[src/rtl/ring_osc_pkg.sv]
// rtl/ring_osc_pkg.sv - shared types and constants for the ring oscillator frequency meter
// Contents: measurement FSM state type, default parameter values,
//           saturation-value helper for the edge counter.
package ring_osc_pkg;

  typedef enum logic [1:0] {
    IDLE    = 2'd0,
    SETTLE  = 2'd1,
    MEASURE = 2'd2,
    DONE    = 2'd3
  } state_t;

  localparam int DEF_CNT_W         = 16;
  localparam int DEF_SETTLE_CYCLES = 8;
  localparam int DEF_GATE_CYCLES   = 1000;
  localparam int DEF_SYNC_STAGES   = 2;

  // Largest value representable in a w-bit counter (w up to 63).
  function automatic logic [63:0] sat_value(input int w);
    return (64'd1 << w) - 64'd1;
  endfunction

endpackage

[src/rtl/sync_edge_detect.sv]
// rtl/sync_edge_detect.sv - multi-flop synchronizer with rising-edge detect
// Ports:
//   clk      in   sampling clock
//   rst      in   synchronous active-high reset
//   async_in in   signal asynchronous to clk
//   sync_out out  async_in after SYNC_STAGES flops
//   rise     out  one-cycle pulse when sync_out goes 0 -> 1
module sync_edge_detect #(
  parameter int SYNC_STAGES = 2
) (
  input  logic clk,
  input  logic rst,
  input  logic async_in,
  output logic sync_out,
  output logic rise
);

  logic [SYNC_STAGES-1:0] sync_q;
  logic                   delayed_q;

  always_ff @(posedge clk) begin
    if (rst) begin
      sync_q    <= '0;
      delayed_q <= 1'b0;
    end else begin
      sync_q    <= {sync_q[SYNC_STAGES-2:0], async_in};
      delayed_q <= sync_q[SYNC_STAGES-1];
    end
  end

  assign sync_out = sync_q[SYNC_STAGES-1];
  assign rise     = sync_out & ~delayed_q;

endmodule

[src/rtl/ring_osc_freq_meter.sv]
// rtl/ring_osc_freq_meter.sv - gated edge counter measuring ring oscillator frequency
// Ports:
//   clk      in   reference clock, all logic on rising edge
//   rst      in   synchronous active-high reset
//   start    in   measurement request, sampled only in IDLE
//   osc_in   in   oscillator output, asynchronous to clk
//   osc_en   out  oscillator enable (SETTLE and MEASURE)
//   busy     out  high in SETTLE, MEASURE, DONE
//   done     out  one-cycle pulse when count/overflow are updated
//   count    out  rising edges counted in the last completed window
//   overflow out  last window saturated the counter
module ring_osc_freq_meter
  import ring_osc_pkg::*;
#(
  parameter int CNT_W         = DEF_CNT_W,
  parameter int SETTLE_CYCLES = DEF_SETTLE_CYCLES,
  parameter int GATE_CYCLES   = DEF_GATE_CYCLES,
  parameter int SYNC_STAGES   = DEF_SYNC_STAGES
) (
  input  logic             clk,
  input  logic             rst,
  input  logic             start,
  input  logic             osc_in,
  output logic             osc_en,
  output logic             busy,
  output logic             done,
  output logic [CNT_W-1:0] count,
  output logic             overflow
);

  localparam int TMR_MAX = (SETTLE_CYCLES > GATE_CYCLES) ? SETTLE_CYCLES : GATE_CYCLES;
  localparam int TMR_W   = $clog2(TMR_MAX + 1);
  localparam logic [TMR_W-1:0] SETTLE_LOAD = TMR_W'(SETTLE_CYCLES - 1);
  localparam logic [TMR_W-1:0] GATE_LOAD   = TMR_W'(GATE_CYCLES - 1);
  localparam logic [CNT_W-1:0] CNT_MAX     = CNT_W'(sat_value(CNT_W));

  state_t             state, state_next;
  logic [TMR_W-1:0]   timer;
  logic [CNT_W-1:0]   edge_cnt;
  logic               ovf_flag;
  logic [CNT_W-1:0]   cnt_inc;
  logic               ovf_inc;
  logic               rise;
  logic               timer_zero;

  sync_edge_detect #(
    .SYNC_STAGES(SYNC_STAGES)
  ) u_sync (
    .clk      (clk),
    .rst      (rst),
    .async_in (osc_in),
    .sync_out (),
    .rise     (rise)
  );

  assign timer_zero = (timer == '0);

  // Saturating increment; overflow marks a window where an edge was lost.
  always_comb begin
    cnt_inc = edge_cnt;
    ovf_inc = ovf_flag;
    if (rise) begin
      if (edge_cnt == CNT_MAX) ovf_inc = 1'b1;
      else                     cnt_inc = edge_cnt + 1'b1;
    end
  end

  always_ff @(posedge clk) begin
    if (rst) state <= IDLE;
    else     state <= state_next;
  end

  always_comb begin
    state_next = state;
    case (state)
      IDLE:    if (start)      state_next = SETTLE;
      SETTLE:  if (timer_zero) state_next = MEASURE;
      MEASURE: if (timer_zero) state_next = DONE;
      DONE:                    state_next = IDLE;
      default:                 state_next = IDLE;
    endcase
  end

  always_comb begin
    osc_en = (state == SETTLE) || (state == MEASURE);
    busy   = (state != IDLE);
    done   = (state == DONE);
  end

  always_ff @(posedge clk) begin
    if (rst) begin
      timer    <= '0;
      edge_cnt <= '0;
      ovf_flag <= 1'b0;
      count    <= '0;
      overflow <= 1'b0;
    end else begin
      case (state)
        IDLE: begin
          if (start) timer <= SETTLE_LOAD;
        end
        SETTLE: begin
          // Clearing here drops any edge seen in the final settle cycle.
          if (timer_zero) begin
            timer    <= GATE_LOAD;
            edge_cnt <= '0;
            ovf_flag <= 1'b0;
          end else begin
            timer <= timer - 1'b1;
          end
        end
        MEASURE: begin
          // The last gate cycle's edge is folded straight into the result.
          if (timer_zero) begin
            count    <= cnt_inc;
            overflow <= ovf_inc;
          end else begin
            timer    <= timer - 1'b1;
            edge_cnt <= cnt_inc;
            ovf_flag <= ovf_inc;
          end
        end
        default: ;
      endcase
    end
  end

endmodule

[config.mk]
export PLATFORM = sky130hd
export DESIGN_NAME = ring_osc_freq_meter
export DESIGN_NICKNAME = d
export VERILOG_FILES = /design/src/rtl/ring_osc_pkg.sv /design/src/rtl/sync_edge_detect.sv /design/src/rtl/ring_osc_freq_meter.sv
export SDC_FILE = /design/constraint.sdc
export NUM_CORES = 1
export LEC_CHECK = 0
export BUFFER_PORTS_ARGS = -buffer_cell sky130_fd_sc_hd__buf_2
export CORE_MARGIN = 10
export CORE_UTILIZATION = 59
export DETAILED_ROUTE_END_ITERATION = 10
export PLACE_DENSITY = 0.79
export SLEW_MARGIN = 10
export SYNTH_ARGS = -nofsm -noshare
export SYNTH_HDL_FRONTEND = slang
export SYNTH_SLANG_ARGS = --single-unit
[constraint.sdc]
create_clock -name clk -period 2.7 [get_ports clk]
set_input_delay 0.135 -clock clk [delete_from_list [all_inputs] [get_ports clk]]
set_output_delay 0.135 -clock clk [all_outputs]
set_load 0.005 [all_outputs]
Word-level counts from Yosys, hierarchy flattened
Index checks and enable logic that the tools add are counted.
- bits in registers: 49
- bits in latches: 0
- bits in writable memories: 0
- bits in read-only memories: 0
- output and inout port bits: 20
- logic and storage cells: 48
- memories kept: 0
- add/sub/neg operators: 2
- multiply operators: 0
- divide/modulo/power cells: 0
- magnitude comparators: 0
- equal/unequal tests: 8
- shift operators: 0
- mux-type cells: 18
- bitwise operators: 2
- reductions and logical operators: 10
- operator list (kind ; number):
    16-bit two-way mux ; 4
    16-bit case mux with 2 select lines ; 1
    10-bit two-way mux ; 3
    10-bit case mux with 3 select lines ; 1
    16-bit by 1-bit adder with 16-bit output, second input constant ; 1
    16-bit == test, second input constant ; 1
    10-bit logical NOT ; 1
    10-bit by 1-bit subtractor with 10-bit output, second input constant ; 1
    3-bit AND reduction ; 3
    2-bit != test, second input constant ; 4
    2-bit case mux with 4 select lines ; 1
    2-bit two-way mux ; 3
    2-bit == test, second input constant ; 2
    1-bit two-way mux ; 4
    2-bit nonzero test ; 2
    3-bit nonzero test ; 1
    2-bit by 1-bit == test with 1-bit output, second input constant ; 1
    2-bit logical NOT ; 1
    1-bit case mux with 2 select lines ; 1
    2-bit AND reduction ; 1
    1-bit AND ; 1
    1-bit logical OR ; 1
    1-bit inverter ; 1

Depth between registers and ports, before layout
- word-level depth: 5
- mapped depth: 8
- mapped depth without buffers: 7

Hierarchy
Synthesis repeated with hierarchy kept, for this count alone.
- cell total of the unflattened synthesis: 324
- area total of the unflattened synthesis: 2657.5 um^2
- modules (own cells, without submodules) (module ; instances ; cells each ; area each (um^2) ; seq. area each (um^2)):
    ring_osc_freq_meter ; 1 ; 317 ; 2570.0 ; 920.9
    sync_edge_detect ; 1 ; 7 ; 87.6 ; 60.1

Worst setup path after synthesis
OpenSTA, ideal clock, no wires.
- kind: reg2reg
- start point: register state[0]
- end point: register timer[1]
- library setup time: 119 ps
- arrival: 1828 ps
- slack: 754 ps
- stages on the path, launching flop included: 7
- period minus slack after synthesis: 1946 ps
- cell sequence: dfxtp_1 -> inv_1 -> ha_1 -> or2_2 -> o21ai_0 -> nor2_1 -> o221a_2
- word-level cells in the longest chain between the ends: 3
- elaborated cells on any way between the ends: 8
- those cells by class: 4 x eq/ne; 1 x mux; 3 x reduce/logical
- ends and longest elaborated chain (element ; RTL line ; text):
    start: declaration ; ring_osc_freq_meter.sv:37 ; state_t state, state_next;
    start signal: assignment ; ring_osc_freq_meter.sv:70 ; else state <= state_next;
    2-bit == test, or another cell as far along ; ring_osc_freq_meter.sv:98 ; case (state)
    2-bit != test (no line) or 3-bit nonzero test (tied branches) ; -- ;
    3-bit AND reduction (no line) ; -- ;
    end signal: assignment ; ring_osc_freq_meter.sv:109 ; timer <= timer - 1'b1;
    end signal: assignment ; ring_osc_freq_meter.sv:118 ; timer <= timer - 1'b1;
    end: declaration ; ring_osc_freq_meter.sv:38 ; logic [TMR_W-1:0] timer;
Parallel ways exist; a longest one is shown, timed or not.
A chain may end at the register's enable or synchronous reset.

Final worst setup path
- start point: register timer[0]
- end point: register timer[1]
- word-level cells in the longest chain between the ends: 3
- elaborated cells on any way between the ends: 7
- those cells by class: 1 x add/sub; 1 x eq/ne; 3 x mux; 2 x reduce/logical
- ends and longest elaborated chain (element ; RTL line ; text):
    10-bit by 1-bit subtractor with 10-bit output or 10-bit logical NOT (tied branches) ; ring_osc_freq_meter.sv:109, ring_osc_freq_meter.sv:118, ring_osc_freq_meter.sv:56 ;
    10-bit two-way mux, or another cell as far along ; ring_osc_freq_meter.sv:114 ; if (timer_zero) begin
    10-bit case mux with 3 select lines or 3-bit AND reduction (tied branches) ; -- ;
Parallel ways exist; a longest one is shown, timed or not. The select of a mux whose other input is x is not followed.

==> run summary <==
Result of the run = complete, no violations
Net count reported at finish = 354
Final ANT Viol Nets = 0
Number of I/O port buffers = 23
Number of buffers inserted to repair setup after CTS = 0
Worst Hold Margin = 0.0433 ns
Worst Hold Class = primary input to flip-flop
Aggregate global-route resource usage = 0.167
Number of gates resized after cts = 0
Pleak = 0.00117 uW
Arrival time at the worst endpoint = 2.36 ns
CTS Buf Count = 5
Yosys top cell by area = sky130_fd_sc_hd__dfxtp_1
Total gr overflow = 0
Placeable core region = 0.00444 sq mm
Cells traversed along the worst timing path = inv_1 > ha_1 > nor3b_2 > buf_4 > and4_1 > nor2_1 > nand2_1 > o221a_2
Worst vdd rail ir drop = 0.531 mV
Worst Path Buf+Inv = 2
DPL Wire Length = 4690 microns
Proportion of register bits with asynchronous set or reset after synthesis = 0
Mapped Nets = 330
Proportion of netlist area held by the largest area contributor = 0.357
Largest net degree at the start of global routing = 46
Required time reported for the critical path endpoint = 2.90 ns
Accumulated negative setup slack = 0 ns
Number of different library cells in the post-synthesis netlist = 66
Category of the most critical setup path = flip-flop to flip-flop
Starting utilization of the core area = 0.619
Achievable clock frequency = 464 MHz
Total wire length = 6310 microns
Fraction of layout instances using a drive strength above 1 = 0.195
Worst-margin pin slew = 0.501 ns
CTS sink count = 49
Max_cap viols = 0
Kind of cell with the highest combined delay on the critical path = simple AND/OR/NAND/NOR gates
1st-pass router iterations = 4
Switching share of power = 0.401
Fraction of power consumed by sequential logic = 0.379
Stage delay of the slowest cell on the critical path = 0.40 ns
First-pass GRT wire length = 10600 microns
Via count = 2447
Number of instances in the synthesized netlist = 319
Initial antenna violation count = 0
Number of enable-type register cells in the synthesized netlist = 0
Most instantiated flip-flop cell in the synthesis netlist = sky130_fd_sc_hd__dfxtp_1
Power density normalized to cell area = 793 mW/mm^2
Fin crit period = 2.15 ns
Vias per cell = 6.18
Routed len/inst = 15.9 microns
H-tree Lvls = 2
Die extent in y = 88.3 microns
Drt drc = 0
Number of placement rows = 24
Skew-Pair Late Insertion Delay = 0.31 ns
CTS tree = done
RSZ-0062 raised after global routing = no
Most common cell in the synthesized netlist = sky130_fd_sc_hd__dfxtp_1
Part of the power in combinational logic = 0.443
Vias in the first global route = 2200
Biggest area contributors in the synthesized netlist = sky130_fd_sc_hd__dfxtp_1 36%, sky130_fd_sc_hd__nor2_1 4.8%, sky130_fd_sc_hd__a21oi_1 3.8%, sky130_fd_sc_hd__a211oi_1 3.3%, sky130_fd_sc_hd__ha_1 3.2%
Post-CTS Hold Fix Bufs = 0
Psw = 954 uW
Post-route clock skew = 0.00611 ns
Number of top-level pins = 24
Critical path capture point type = flip-flop
Total number of yosys warnings = 0
Final-report max-slew violation count = 0
Growth of design area from synthesis to finish = 9.00%
Portion of the clock cycle consumed by the worst path in the final layout = 0.798
Diodes inserted = 0
Critical Path Start Type = flip-flop
Largest fanout on the critical path = 10
Final Hold Fails = 0
Weighted congestion at the end of routability-driven global placement = 0.932
Slowest CP cell = sky130_fd_sc_hd__dfxtp_1
Violation count after the first detailed-route iteration = 189
DIE WIDTH = 88.3 microns
Post-synthesis instance area = 0.00275 sq mm
Sequential fraction of the synthesis area = 0.357
Root buffer selected by CTS = sky130_fd_sc_hd__clkbuf_8
Part of the total power dissipated in the clock network = 0.178
Clock-pin slew on the worst setup and hold paths = 0.09 ns
Flip-flop and latch count after synthesis = 49
Final setup viols = 0
Internal power consumption = 1420 uW
Max-Slew Margin vs Limit = 0.666
Avg Synthesized Cell Area = 8.63 sq um
Maximum buffer depth of the clock tree = 2
Filler cell count = 403
Top cells by count, synth = 49 x sky130_fd_sc_hd__dfxtp_1, 35 x sky130_fd_sc_hd__nor2_1, 21 x sky130_fd_sc_hd__a21oi_1
Total Die Area = 0.00780 sq mm
flip-flops by register name, indices dropped and copies added, names as in the netlist:
register          cells
count                16
edge_cnt             16
overflow              1
ovf_flag              1
state                 2
timer                10
u_sync.delayed_q      1
u_sync.sync_q         2
power groups by stage:
stage	Sequential [uW]	Clock (uW)	Combinational [uW]
after global placement	911	0	1020
after floorplan	905	0	766
after CTS	901	427	1050
after detailed placement	918	0	1040
final	901	423	1050
after global routing	917	456	1180
area by class of cell:
| cell class | count | area, sq um | share of cell area |
|---|---|---|---|
| sequential | 49 | 981 | 0.327 |
| inverter | 11 | 41.3 | 0.0138 |
| multi-input combinational | 244 | 1650 | 0.549 |
| timing repair buffer | 32 | 183 | 0.0609 |
| tap | 52 | 65.1 | 0.0217 |
| clock inverter | 2 | 10.0 | 0.00334 |
| clock buffer | 6 | 72.6 | 0.0242 |
through the flow:
stage               total power, uW   util  cells  instance area, sq um  setup WS, ns
CTS                            2380  0.675    396                  3000         0.544
floorplan                      1670      -    319                  2750         0.754
detailed placement             1960  0.656    388                  2920         0.577
finish                         2380  0.675    396                  3000         0.545
global placement               1940  0.656    388                  2920         0.561
global route                   2550  0.675    396                  3000         0.364
metal layers:
metal | track usage | share of wire | vias to the layer above
li1 | - | - | 1223
met1 | 0.227 | 0.49 | 1153
met2 | 0.257 | 0.44 | 63
met3 | 0.0395 | 0.055 | 8
met4 | 0.0485 | 0.010 | 0
met5 | 0 | 0 | -
logic make-up after synthesis:
logic type                 share of synthesized area
and+or+nand+nor                                0.289
buffers and inverters                         0.0450
DFF                                            0.357
muxes                                         0.0109
xor gates and xnor gates                      0.0350
AOI/OAI and AO/OA                              0.231
adders and majority gates                     0.0318
final timing paths:
kind | endpoint | slack [ns] | startpoint | cells past startpoint
worst min register to register | u_sync.sync_q[1] | 0.45 | u_sync.sync_q[0] | 1
worst max register to register | timer[1] | 0.55 | timer[0] | 8
worst max-delay path | timer[1] | 0.55 | timer[0] | 8
worst min-delay path | u_sync.sync_q[0] | 0.04 | osc_in | 2
placed cells by master, fill, tap and decap left out, types with 3 or more instances in the layout:
| cell type | netlist | layout |
|---|---|---|
| sky130_fd_sc_hd__a211o_1 | 3 | 3 |
| sky130_fd_sc_hd__a211oi_1 | 12 | 12 |
| sky130_fd_sc_hd__a211oi_2 | 5 | 5 |
| sky130_fd_sc_hd__a21oi_1 | 21 | 21 |
| sky130_fd_sc_hd__and3_1 | 7 | 7 |
| sky130_fd_sc_hd__buf_2 | 4 | 23 |
| sky130_fd_sc_hd__buf_4 | 1 | 9 |
| sky130_fd_sc_hd__clkbuf_8 | 0 | 5 |
| sky130_fd_sc_hd__dfxtp_1 | 49 | 49 |
| sky130_fd_sc_hd__ha_1 | 7 | 7 |
| sky130_fd_sc_hd__inv_1 | 11 | 11 |
| sky130_fd_sc_hd__mux2i_1 | 3 | 3 |
| sky130_fd_sc_hd__nand2_1 | 17 | 17 |
| sky130_fd_sc_hd__nand2b_1 | 8 | 8 |
| sky130_fd_sc_hd__nand3_1 | 11 | 11 |
| sky130_fd_sc_hd__nand3b_1 | 4 | 4 |
| sky130_fd_sc_hd__nand4_1 | 5 | 5 |
| sky130_fd_sc_hd__nand4b_1 | 3 | 3 |
| sky130_fd_sc_hd__nor2_1 | 35 | 35 |
| sky130_fd_sc_hd__nor2b_1 | 5 | 5 |
| sky130_fd_sc_hd__nor3_1 | 17 | 17 |
| sky130_fd_sc_hd__nor4_1 | 3 | 3 |
| sky130_fd_sc_hd__o211ai_1 | 4 | 4 |
| sky130_fd_sc_hd__o21ai_0 | 12 | 12 |
| sky130_fd_sc_hd__or3_1 | 3 | 3 |
| sky130_fd_sc_hd__xnor2_1 | 3 | 3 |
| sky130_fd_sc_hd__xor2_1 | 8 | 8 |
(Power assumes the default switching activity.)
